`src/rtl/riscv_def.sv`:
```
// Shared RV32IM definitions: default datapath width, aluop and funct3
// codes, and the execute-unit state encoding.
package riscv_def;

   localparam int DEFAULT_XLEN = 32;

   localparam logic [1:0] ALUOP_ADDR   = 2'b00;
   localparam logic [1:0] ALUOP_BRANCH = 2'b01;
   localparam logic [1:0] ALUOP_R      = 2'b10;
   localparam logic [1:0] ALUOP_I      = 2'b11;

   localparam logic [2:0] F3_BEQ  = 3'b000;
   localparam logic [2:0] F3_BNE  = 3'b001;
   localparam logic [2:0] F3_BLT  = 3'b100;
   localparam logic [2:0] F3_BGE  = 3'b101;
   localparam logic [2:0] F3_BLTU = 3'b110;
   localparam logic [2:0] F3_BGEU = 3'b111;

   localparam logic [2:0] F3_ADD  = 3'b000;
   localparam logic [2:0] F3_SLL  = 3'b001;
   localparam logic [2:0] F3_SLT  = 3'b010;
   localparam logic [2:0] F3_SLTU = 3'b011;
   localparam logic [2:0] F3_XOR  = 3'b100;
   localparam logic [2:0] F3_SR   = 3'b101;
   localparam logic [2:0] F3_OR   = 3'b110;
   localparam logic [2:0] F3_AND  = 3'b111;

   localparam logic [2:0] F3_MUL    = 3'b000;
   localparam logic [2:0] F3_MULH   = 3'b001;
   localparam logic [2:0] F3_MULHSU = 3'b010;
   localparam logic [2:0] F3_MULHU  = 3'b011;
   localparam logic [2:0] F3_DIV    = 3'b100;
   localparam logic [2:0] F3_DIVU   = 3'b101;
   localparam logic [2:0] F3_REM    = 3'b110;
   localparam logic [2:0] F3_REMU   = 3'b111;

   typedef enum logic [1:0] {
      ST_IDLE = 2'd0,
      ST_CALC = 2'd1,
      ST_DONE = 2'd2
   } state_t;

endpackage

```
`src/rtl/muldiv_iter.sv`:
```
// Iterative multiply/divide engine. Works on operand magnitudes, one bit
// per cycle, and applies the sign afterwards. Divide-by-zero and signed
// overflow are answered immediately on start (done in the same cycle).
module muldiv_iter
   import riscv_def::*;
#(
   parameter int XLEN = DEFAULT_XLEN,
   parameter int SHW  = $clog2(XLEN)
) (
   input  logic            clk,
   input  logic            rst,
   input  logic            abort,
   input  logic            start,
   input  logic            is_div,
   input  logic            signed_a,
   input  logic            signed_b,
   input  logic            want_hi,
   input  logic [XLEN-1:0] op_a,
   input  logic [XLEN-1:0] op_b,
   output logic            done,
   output logic [XLEN-1:0] result
);

   localparam logic [SHW:0] ITERS = (SHW + 1)'(XLEN);
   localparam logic [XLEN-1:0] MIN_INT = {1'b1, {(XLEN-1){1'b0}}};

   logic              neg_a, neg_b;
   logic [XLEN-1:0]   mag_a, mag_b;
   logic              bypass_hit;
   logic [XLEN-1:0]   bypass_val;
   logic              busy, div_q, hi_q, neg_q;
   logic [SHW:0]      count;
   logic [2*XLEN-1:0] acc;
   logic [XLEN-1:0]   opnd;
   logic [XLEN:0]     add_sum, shifted, diff;
   logic [2*XLEN-1:0] mul_full;
   logic [XLEN-1:0]   div_half, iter_res;

   // Operand magnitudes, bypass detection and per-step datapath
   always_comb begin
      neg_a      = signed_a & op_a[XLEN-1];
      neg_b      = signed_b & op_b[XLEN-1];
      mag_a      = neg_a ? -op_a : op_a;
      mag_b      = neg_b ? -op_b : op_b;
      bypass_hit = 1'b0;
      bypass_val = '0;
      if (is_div && op_b == '0) begin
         bypass_hit = 1'b1;
         bypass_val = want_hi ? op_a : '1;
      end else if (is_div && signed_a && op_a == MIN_INT && op_b == '1) begin
         bypass_hit = 1'b1;
         bypass_val = want_hi ? '0 : op_a;
      end
      add_sum  = {1'b0, acc[2*XLEN-1:XLEN]} + {1'b0, (acc[0] ? opnd : '0)};
      shifted  = {acc[2*XLEN-1:XLEN], acc[XLEN-1]};
      diff     = shifted - {1'b0, opnd};
      mul_full = neg_q ? -acc : acc;
      div_half = hi_q ? acc[2*XLEN-1:XLEN] : acc[XLEN-1:0];
      if (div_q)
         iter_res = neg_q ? -div_half : div_half;
      else
         iter_res = hi_q ? mul_full[2*XLEN-1:XLEN] : mul_full[XLEN-1:0];
      done   = start ? bypass_hit : (busy && count == ITERS);
      result = start ? bypass_val : iter_res;
   end

   // Load on start, then one shift-add or restoring-subtract step per cycle
   always_ff @(posedge clk or negedge rst) begin
      if (!rst) begin
         busy  <= 1'b0;
         count <= '0;
         acc   <= '0;
         opnd  <= '0;
         div_q <= 1'b0;
         hi_q  <= 1'b0;
         neg_q <= 1'b0;
      end else if (start) begin
         busy  <= ~bypass_hit;
         count <= '0;
         acc   <= {{XLEN{1'b0}}, mag_a};
         opnd  <= mag_b;
         div_q <= is_div;
         hi_q  <= want_hi;
         neg_q <= (is_div && want_hi) ? neg_a : (neg_a ^ neg_b);
      end else if (abort) begin
         busy <= 1'b0;
      end else if (busy) begin
         if (count == ITERS) begin
            busy <= 1'b0;
         end else begin
            count <= count + 1'b1;
            if (div_q) begin
               if (!diff[XLEN])
                  acc <= {diff[XLEN-1:0], acc[XLEN-2:0], 1'b1};
               else
                  acc <= {shifted[XLEN-1:0], acc[XLEN-2:0], 1'b0};
            end else begin
               acc <= {add_sum, acc[XLEN-1:1]};
            end
         end
      end
   end

endmodule

```
`src/rtl/alu_muldiv.sv`:
```
// Handshaked EX-stage execute unit: base RV32I ALU plus the M extension,
// with every result registered behind a valid/ready pair.
module alu_muldiv
   import riscv_def::*;
#(
   parameter int XLEN = DEFAULT_XLEN,
   parameter int SHW  = $clog2(XLEN)
) (
   input  logic            clk,
   input  logic            rst,
   input  logic            flush,
   input  logic            in_valid,
   output logic            in_ready,
   input  logic [XLEN-1:0] read_data1,
   input  logic [XLEN-1:0] read_data2,
   input  logic [XLEN-1:0] immediate,
   input  logic            alusrc,
   input  logic            inst30,
   input  logic            inst25,
   input  logic [2:0]      funct3,
   input  logic [1:0]      aluop,
   output logic            out_valid,
   input  logic            out_ready,
   output logic [XLEN-1:0] alu_result,
   output logic            alu_branch
);

   state_t            state;
   logic [XLEN-1:0]   op1, op2;
   logic [SHW-1:0]    shamt;
   logic [XLEN-1:0]   base_result;
   logic              base_branch;
   logic              accept, is_m, is_div;
   logic              md_signed_a, md_signed_b, md_want_hi;
   logic              md_done;
   logic [XLEN-1:0]   md_result;

   assign in_ready = ~flush & ((state == ST_IDLE) | ((state == ST_DONE) & out_ready));
   assign accept   = in_valid & in_ready;
   assign op1      = read_data1;
   assign op2      = alusrc ? immediate : read_data2;
   assign shamt    = op2[SHW-1:0];
   assign is_m     = (aluop == ALUOP_R) & inst25;
   assign is_div   = funct3[2];

   // Signedness and half-select for the multiply/divide engine
   always_comb begin
      if (is_div) begin
         md_signed_a = (funct3 == F3_DIV) || (funct3 == F3_REM);
         md_signed_b = md_signed_a;
         md_want_hi  = (funct3 == F3_REM) || (funct3 == F3_REMU);
      end else begin
         md_signed_a = (funct3 != F3_MULHU);
         md_signed_b = (funct3 == F3_MUL) || (funct3 == F3_MULH);
         md_want_hi  = (funct3 != F3_MUL);
      end
   end

   // Single-cycle base ALU and branch comparator
   always_comb begin
      base_result = '0;
      base_branch = 1'b0;
      case (aluop)
         ALUOP_ADDR: base_result = op1 + op2;
         ALUOP_BRANCH: begin
            case (funct3)
               F3_BEQ:  base_branch = (op1 == op2);
               F3_BNE:  base_branch = (op1 != op2);
               F3_BLT:  base_branch = ($signed(op1) < $signed(op2));
               F3_BGE:  base_branch = ($signed(op1) >= $signed(op2));
               F3_BLTU: base_branch = (op1 < op2);
               F3_BGEU: base_branch = (op1 >= op2);
               default: base_branch = 1'b0;
            endcase
         end
         default: begin
            case (funct3)
               F3_ADD:  base_result = ((aluop == ALUOP_R) && inst30) ? op1 - op2 : op1 + op2;
               F3_SLL:  base_result = op1 << shamt;
               F3_SLT:  base_result = XLEN'($signed(op1) < $signed(op2));
               F3_SLTU: base_result = XLEN'(op1 < op2);
               F3_XOR:  base_result = op1 ^ op2;
               F3_SR:   base_result = inst30 ? XLEN'($signed(op1) >>> shamt) : op1 >> shamt;
               F3_OR:   base_result = op1 | op2;
               F3_AND:  base_result = op1 & op2;
               default: base_result = '0;
            endcase
         end
      endcase
   end

   muldiv_iter #(.XLEN(XLEN), .SHW(SHW)) u_muldiv (
      .clk      (clk),
      .rst      (rst),
      .abort    (flush),
      .start    (accept & is_m),
      .is_div   (is_div),
      .signed_a (md_signed_a),
      .signed_b (md_signed_b),
      .want_hi  (md_want_hi),
      .op_a     (op1),
      .op_b     (op2),
      .done     (md_done),
      .result   (md_result)
   );

   // Control FSM and registered result/branch outputs
   always_ff @(posedge clk or negedge rst) begin
      if (!rst) begin
         state      <= ST_IDLE;
         out_valid  <= 1'b0;
         alu_result <= '0;
         alu_branch <= 1'b0;
      end else if (flush) begin
         if (state != ST_IDLE) begin
            state     <= ST_IDLE;
            out_valid <= 1'b0;
         end
      end else if (accept) begin
         if (is_m && !md_done) begin
            state     <= ST_CALC;
            out_valid <= 1'b0;
         end else begin
            state      <= ST_DONE;
            out_valid  <= 1'b1;
            alu_result <= is_m ? md_result : base_result;
            alu_branch <= is_m ? 1'b0 : base_branch;
         end
      end else begin
         case (state)
            ST_CALC: begin
               if (md_done) begin
                  state      <= ST_DONE;
                  out_valid  <= 1'b1;
                  alu_result <= md_result;
                  alu_branch <= 1'b0;
               end
            end
            ST_DONE: begin
               if (out_ready) begin
                  state     <= ST_IDLE;
                  out_valid <= 1'b0;
               end
            end
            default: ;
         endcase
      end
   end

endmodule

```
`config.mk`:
```
export PLATFORM = sky130hd
export DESIGN_NAME = alu_muldiv
export DESIGN_NICKNAME = d
export VERILOG_FILES = /design/src/rtl/riscv_def.sv /design/src/rtl/muldiv_iter.sv /design/src/rtl/alu_muldiv.sv
export SDC_FILE = /design/constraint.sdc
export NUM_CORES = 1
export LEC_CHECK = 0
export BUFFER_PORTS_ARGS = -buffer_cell sky130_fd_sc_hd__buf_2
export CAP_MARGIN = 20
export CORE_AREA = 2 2 242 244
export DETAILED_ROUTE_END_ITERATION = 6
export DIE_AREA = 0 0 244 246
export MAX_ROUTING_LAYER = met4
export PLACE_DENSITY = 0.66
export SYNTH_ARGS = -nofsm -noshare
export SYNTH_HDL_FRONTEND = slang
export SYNTH_SLANG_ARGS = --single-unit
export TNS_END_PERCENT = 30
```
`constraint.sdc`:
```
create_clock -name clk -period 10.2 [get_ports clk]
set_clock_uncertainty 0.1 [all_clocks]
set_input_delay 2.04 -clock clk [delete_from_list [all_inputs] [get_ports clk]]
set_output_delay 2.04 -clock clk [all_outputs]
set_load 0.1 [all_outputs]
```
Yosys cells after proc, flatten, opt, wreduce, memory -nomap -nowiden
Cells that the tools add are included.
{ "totals": {"reg_bits": 142, "wordCells": 154, "in_bits": 109, "out_inout_bits": 35} }
{ "op_classes": {"n_shift": 3, "muxes": 65, "n_reduce_logical": 25, "add_sub_neg": 9, "n_bitwise": 14, "order_cmp": 4, "n_eq_ne": 23} }
{ "ops": {"columns": ["operator", "n"], "rows": [
  ["$mux 32", 20],
  ["$mux 64", 7],
  ["$pmux 32 s8", 1],
  ["$neg 32->32", 3],
  ["$eq 32x32->1 const B", 2],
  ["$ge 32x32->1", 2],
  ["$lt 32x32->1", 2],
  ["$neg 64->64", 1],
  ["$pmux 32 s2", 1],
  ["$add 32x32->33", 1],
  ["$sub 33x32->33", 1],
  ["$add 32x32->32", 1],
  ["$and 32x32->32", 1],
  ["$eq 32x32->1", 1],
  ["$logic_not 32->1", 1],
  ["$ne 32x32->1", 1],
  ["$or 32x32->32", 1],
  ["$shl 32x5->32", 1],
  ["$shr 32x5->32", 1],
  ["$sshr 32x5->32", 1],
  ["$sub 32x32->32", 1],
  ["$xor 32x32->32", 1],
  ["$mux 6", 4],
  ["$mux 1", 23],
  ["other kinds (29)", 64]
]} }

Depth between registers and ports, before layout
{ "depth": {"depth_word": 14, "ltp_mapped": 20, "depth_no_buf": 14} }

Cells and area by module
A second synthesis with hierarchy kept.
{ "hier_totals": {"cells_unflattened": 3526, "hier_area_um2": 25026.5} }
{ "modules_own_cells": {"columns": ["mod", "seq_area_each_um2", "cells_per_inst", "n_inst", "area_per_inst_um2"], "rows": [
  ["muldiv_iter", 2652.5, 1914, 1, 13710.6],
  ["alu_muldiv", 875.8, 1612, 1, 11315.9]
]} }

Worst setup path before layout
Ideal clock, no wire load.
{ "synth_timing": {"path_kind": "input to register", "start": "input alusrc", "end": "register alu_result[31]", "required_ns": 10.023, "path_buffers": 8, "setup_time_ns": 0.077, "path_stages": 20, "arrival_ns": 6.420, "setup_slack_ns": 3.602, "cell_sequence": "buf_6 -> buf_8 -> buf_12 -> buf_6 -> buf_2 -> buf_1 -> buf_1 -> mux2i_1 -> ha_1 -> clkbuf_1 -> and3b_1 -> o311ai_0 -> o211ai_1 -> a2111o_1 -> o21ai_0 -> nand3_1 -> a31oi_1 -> mux2i_1 -> o311ai_1 -> a21oi_1"} }
{ "synth_via": {"elab_chain_cells": 10, "elab_cells_between_ends": 33, "classes_between": "add/sub (2); eq/ne (2); shift (3); mux (16); bitwise (3); reduce/logical (7)"} }
{ "synth_lines": {"columns": ["element", "line", "text"], "rows": [
  ["from (decl)", "alu_muldiv.sv:17", "input logic alusrc,"],
  ["$mux 32 (*)", "alu_muldiv.sv:41", "assign op2 = alusrc ? immediate : read_data2;"],
  ["parallel branches: the longest is 9 deep, another holds $add 32x32->32", null, null],
  ["to (signal assigned)", "alu_muldiv.sv:126", "alu_result <= is_m ? md_result : base_result;"],
  ["to (signal assigned)", "alu_muldiv.sv:135", "alu_result <= md_result;"],
  ["to (decl)", "alu_muldiv.sv:24", "output logic [XLEN-1:0] alu_result,"]
]} }
Mark *: on every way between the ends. The select of a mux whose other input is x is not followed.
A chain may end at the register's enable or synchronous reset.

Worst setup path in the final report
{ "layout_timing": {"start": "input alusrc", "end": "register alu_result[14]"} }
Same word-level chain as after synthesis.

==> impl_metrics.toml <==
[layout]
area_growth_syn_to_layout_pct = 6.60
finish.net_count = 3836
seqCellArea_um2 = 3530
stdcell_count = 4308
final_layout_size_suffix_gt1_share_pct = 9.67
footprint_of_the_multi_input_gates_um2 = 20200
final_core_utilization_pct = 47.4
layout.filler_cells = 6002

[place]
hpwl_mm = 101
detailedPlace.worstSlack_ns = 3.06
post-place-cells = 4264
number_of_buffers_inserted_by_port_buffering = 143
place_congestion = 1.12

[critical_path]
worst_path_largest_cell_delay_ns = 0.79
critical-path-slowest-cell = "sky130_fd_sc_hd__mux2i_4"
max_fanout_on_critical_path = 72
critPathArrivalTime_ns = 7.07
worstSetupStartpointType = "input pin"
series_of_cell_instances_along_the_critical_path = "buf_4, mux2i_4, o211ai_1, or4_1, nor4_1, a21o_2, o22a_1, nand2_1, a211oi_1, o2bb2ai_1, a21oi_1"
startpoint = "alusrc"
reg_to_reg_critical_path_startpoint = "u_muldiv.hi_q"
setup.worst_path.end_class = "flop"
crit_required_ns = 10.43
timing_worst_setup_path_type = "in -> reg"

[die]
dieWidth_um = 244
dieArea_um2 = 60000
ioPinCount = 144
floorplan.initialDensity_pct = 44.5
core-area_um2 = 57400
core.rowCount = 88
die_h_um = 246

[grt]
gr-usage-met1_pct = 54.6
global_route_wire_length_before_repair_mm = 190
grt.busiest_layer = "met2"
gr-total-overflow = 0
antenna_found_initial = 8
grtUsageTotal_pct = 44.0
use_met2_pct = 65.4
grt_util_met3_pct = 7.75
pin_count_of_the_biggest_net_entering_global_routing = 90
number_of_global_route_vias_before_repair = 27005

[logic_synthesis]
post_synth_num_cell_types = 112
syn_area_per_cell_um2 = 7.17
most_numerous_cell_in_the_yosys_netlist = "sky130_fd_sc_hd__nand2_1"
synth_area_leader_cell = "sky130_fd_sc_hd__dfrtp_1"
synth-seq-cells = 141
synth_seq_area_share_pct = 13.8
synth_top_area_share_pct = 13.8
syn_nets = 3871
synth_area_leaders = "sky130_fd_sc_hd__dfrtp_1 14%, sky130_fd_sc_hd__ha_1 9.9%, sky130_fd_sc_hd__mux2i_1 9.2%"
area_of_the_mapped_netlist_um2 = 25500
synth_edf_count = 0
synth-async-reset-ratio_pct = 100
synth_top_cells_by_count = "359 x sky130_fd_sc_hd__nand2_1, 325 x sky130_fd_sc_hd__o21ai_0, 308 x sky130_fd_sc_hd__nor2_1"
synth_ff_type = "sky130_fd_sc_hd__dfrtp_1"
syn_inst = 3557
yosysWarnings = 0

[drt]
detail_route.wl_per_cell_um = 30.5
drc_errors = 0
avgViaCountPerCell = 6.74
remaining_antenna_violation_count = 0
detail_route.iter0.violations = 3609
dr.pass1.iters = 6
routed-via-count = 29056
route.final.wire_length_mm = 131

[sta]
slew_viol_final = 0
totalNegativeSetupSlack_ns = 0
max_slew_margin_pct = 28.3
finalCritPeriodShare_pct = 67.1
rsz_0062_raised_after_global_routing = "false"
timing_hold_violations_final = 0
setup_violations = 0
fmaxAchievable_mhz = 146
worstMarginPinSlew_ns = 1.07
layout_setup_ws_ns = 3.36
period_minus_slack_ns = 6.84

[clock_tree]
clk_pin_slew_worst_setup_hold_paths_ns = 0.07
cts.htree.levels = 4
insertion_delay_ns = 0.47
ctsHoldBuffers = 0
clkSinkCount = 141
cts_resized = 0
clock_tree_from_tritoncts = "yes"
clock_tree.root_cell = "sky130_fd_sc_hd__clkbuf_16"
post-cts-setup-buffer-count = 0
cts-buffers-inserted = 17
clk_path_buf_depth = 2

[power]
total_power_mw = 7.11
total_leakage_power_nw = 11.7
power_per_cell_area_nw_per_um2 = 262
worst_ir_drop_vdd_mv = 0.239

[worst_hold_path]
class_of_the_worst_hold_path = "reg -> reg"
hold_path_startpoint = "u_muldiv.opnd[28]"

[status]
status = "completed"

[flow_run]
timing.max_cap.violations = 0
power by group:
group | total [mW] | leakage (nW) | switching [mW] | internal, mW
registers | 1.30 | 1.81 | 0.508 | 0.789
logic | 5.15 | 9.55 | 3.41 | 1.75
clock network | 0.661 | 0.292 | 0.330 | 0.330
final timing paths:
check	endpoint	slack (ns)	depth (start not counted)
worst max-delay path	alu_result[14]	3.36	11
worst min-delay path	u_muldiv.opnd[28]	0.38	2
worst max register to register	alu_result[29]	5.45	10
worst min register to register	u_muldiv.opnd[28]	0.38	2
max in group asynchronous	u_muldiv.div_q	7.00	2
min in group asynchronous	u_muldiv.acc[52]	1.54	1
sequential cells by signal (all words and copies together) (netlist names):
signal	count
out_valid	1
u_muldiv.hi_q	1
u_muldiv.div_q	1
u_muldiv.opnd	32
alu_branch	1
u_muldiv.count	6
state	1
u_muldiv.busy	1
u_muldiv.neg_q	1
u_muldiv.acc	64
alu_result	32
through the flow:
stage / hold WS [ns] / area [µm²]
after floorplan: 0.350 / 25500
after global routing: 0.400 / 27200
after global placement: 0.362 / 26500
after CTS: 0.389 / 27100
final: 0.382 / 27200
after detailed placement: 0.373 / 26500
logic make-up (layout without fill, tap and decap cells):
family / count (synthesis) / in the layout / synth area share, %
simple gates: 1089 / 1089 / 20.5
xor+xnor: 255 / 255 / 8.76
buf+inv: 435 / 413 / 7.33
other cells: 0 / 8 / 0
fa+ha+maj: 205 / 205 / 10.2
mux: 257 / 257 / 10.4
compound gates: 1175 / 1175 / 29.0
flops: 141 / 141 / 13.8
cell usage in the layout (no fill, tap or decap), types with 60 or more instances in the layout:
master	instances
sky130_fd_sc_hd__ha_1	201
sky130_fd_sc_hd__xor2_1	82
sky130_fd_sc_hd__xnor2_1	173
sky130_fd_sc_hd__a21oi_1	296
sky130_fd_sc_hd__inv_1	158
sky130_fd_sc_hd__o211ai_1	60
sky130_fd_sc_hd__nor2_1	305
sky130_fd_sc_hd__nand2_1	357
sky130_fd_sc_hd__dfrtp_1	138
sky130_fd_sc_hd__o21ai_0	325
sky130_fd_sc_hd__nand3_1	66
sky130_fd_sc_hd__mux2i_1	233
sky130_fd_sc_hd__nor3_1	79
sky130_fd_sc_hd__buf_4	71
sky130_fd_sc_hd__buf_2	143
area by class of cell:
cell class,count,share of cell area (%)
Multi-Input combinational cell,2981,74.2
Sequential cell,141,13.0
Timing Repair Buffer,218,4.75
Tap cell,765,3.52
Inverter,163,2.28
Clock buffer,17,1.57
Clock inverter,15,0.612
Antenna cell,8,0.0736
metal layers:
layer  share of wire, %  routed length, µm  vias to the layer above
li1                   -                  -                    12876
met1                 39              51500                    13943
met2                 43              56300                     1801
met3                9.9              13000                      436
met4                8.0              10600                        0
met5                  0                  0                        -
worst max-delay path, delay by kind of cell:
family	cells	cell delay, ns
mux	1	0.79
buf+inv	1	0.67
simple gates	3	1.83
compound gates	6	1.69
Note: power is estimated with default switching activity, not from simulation.
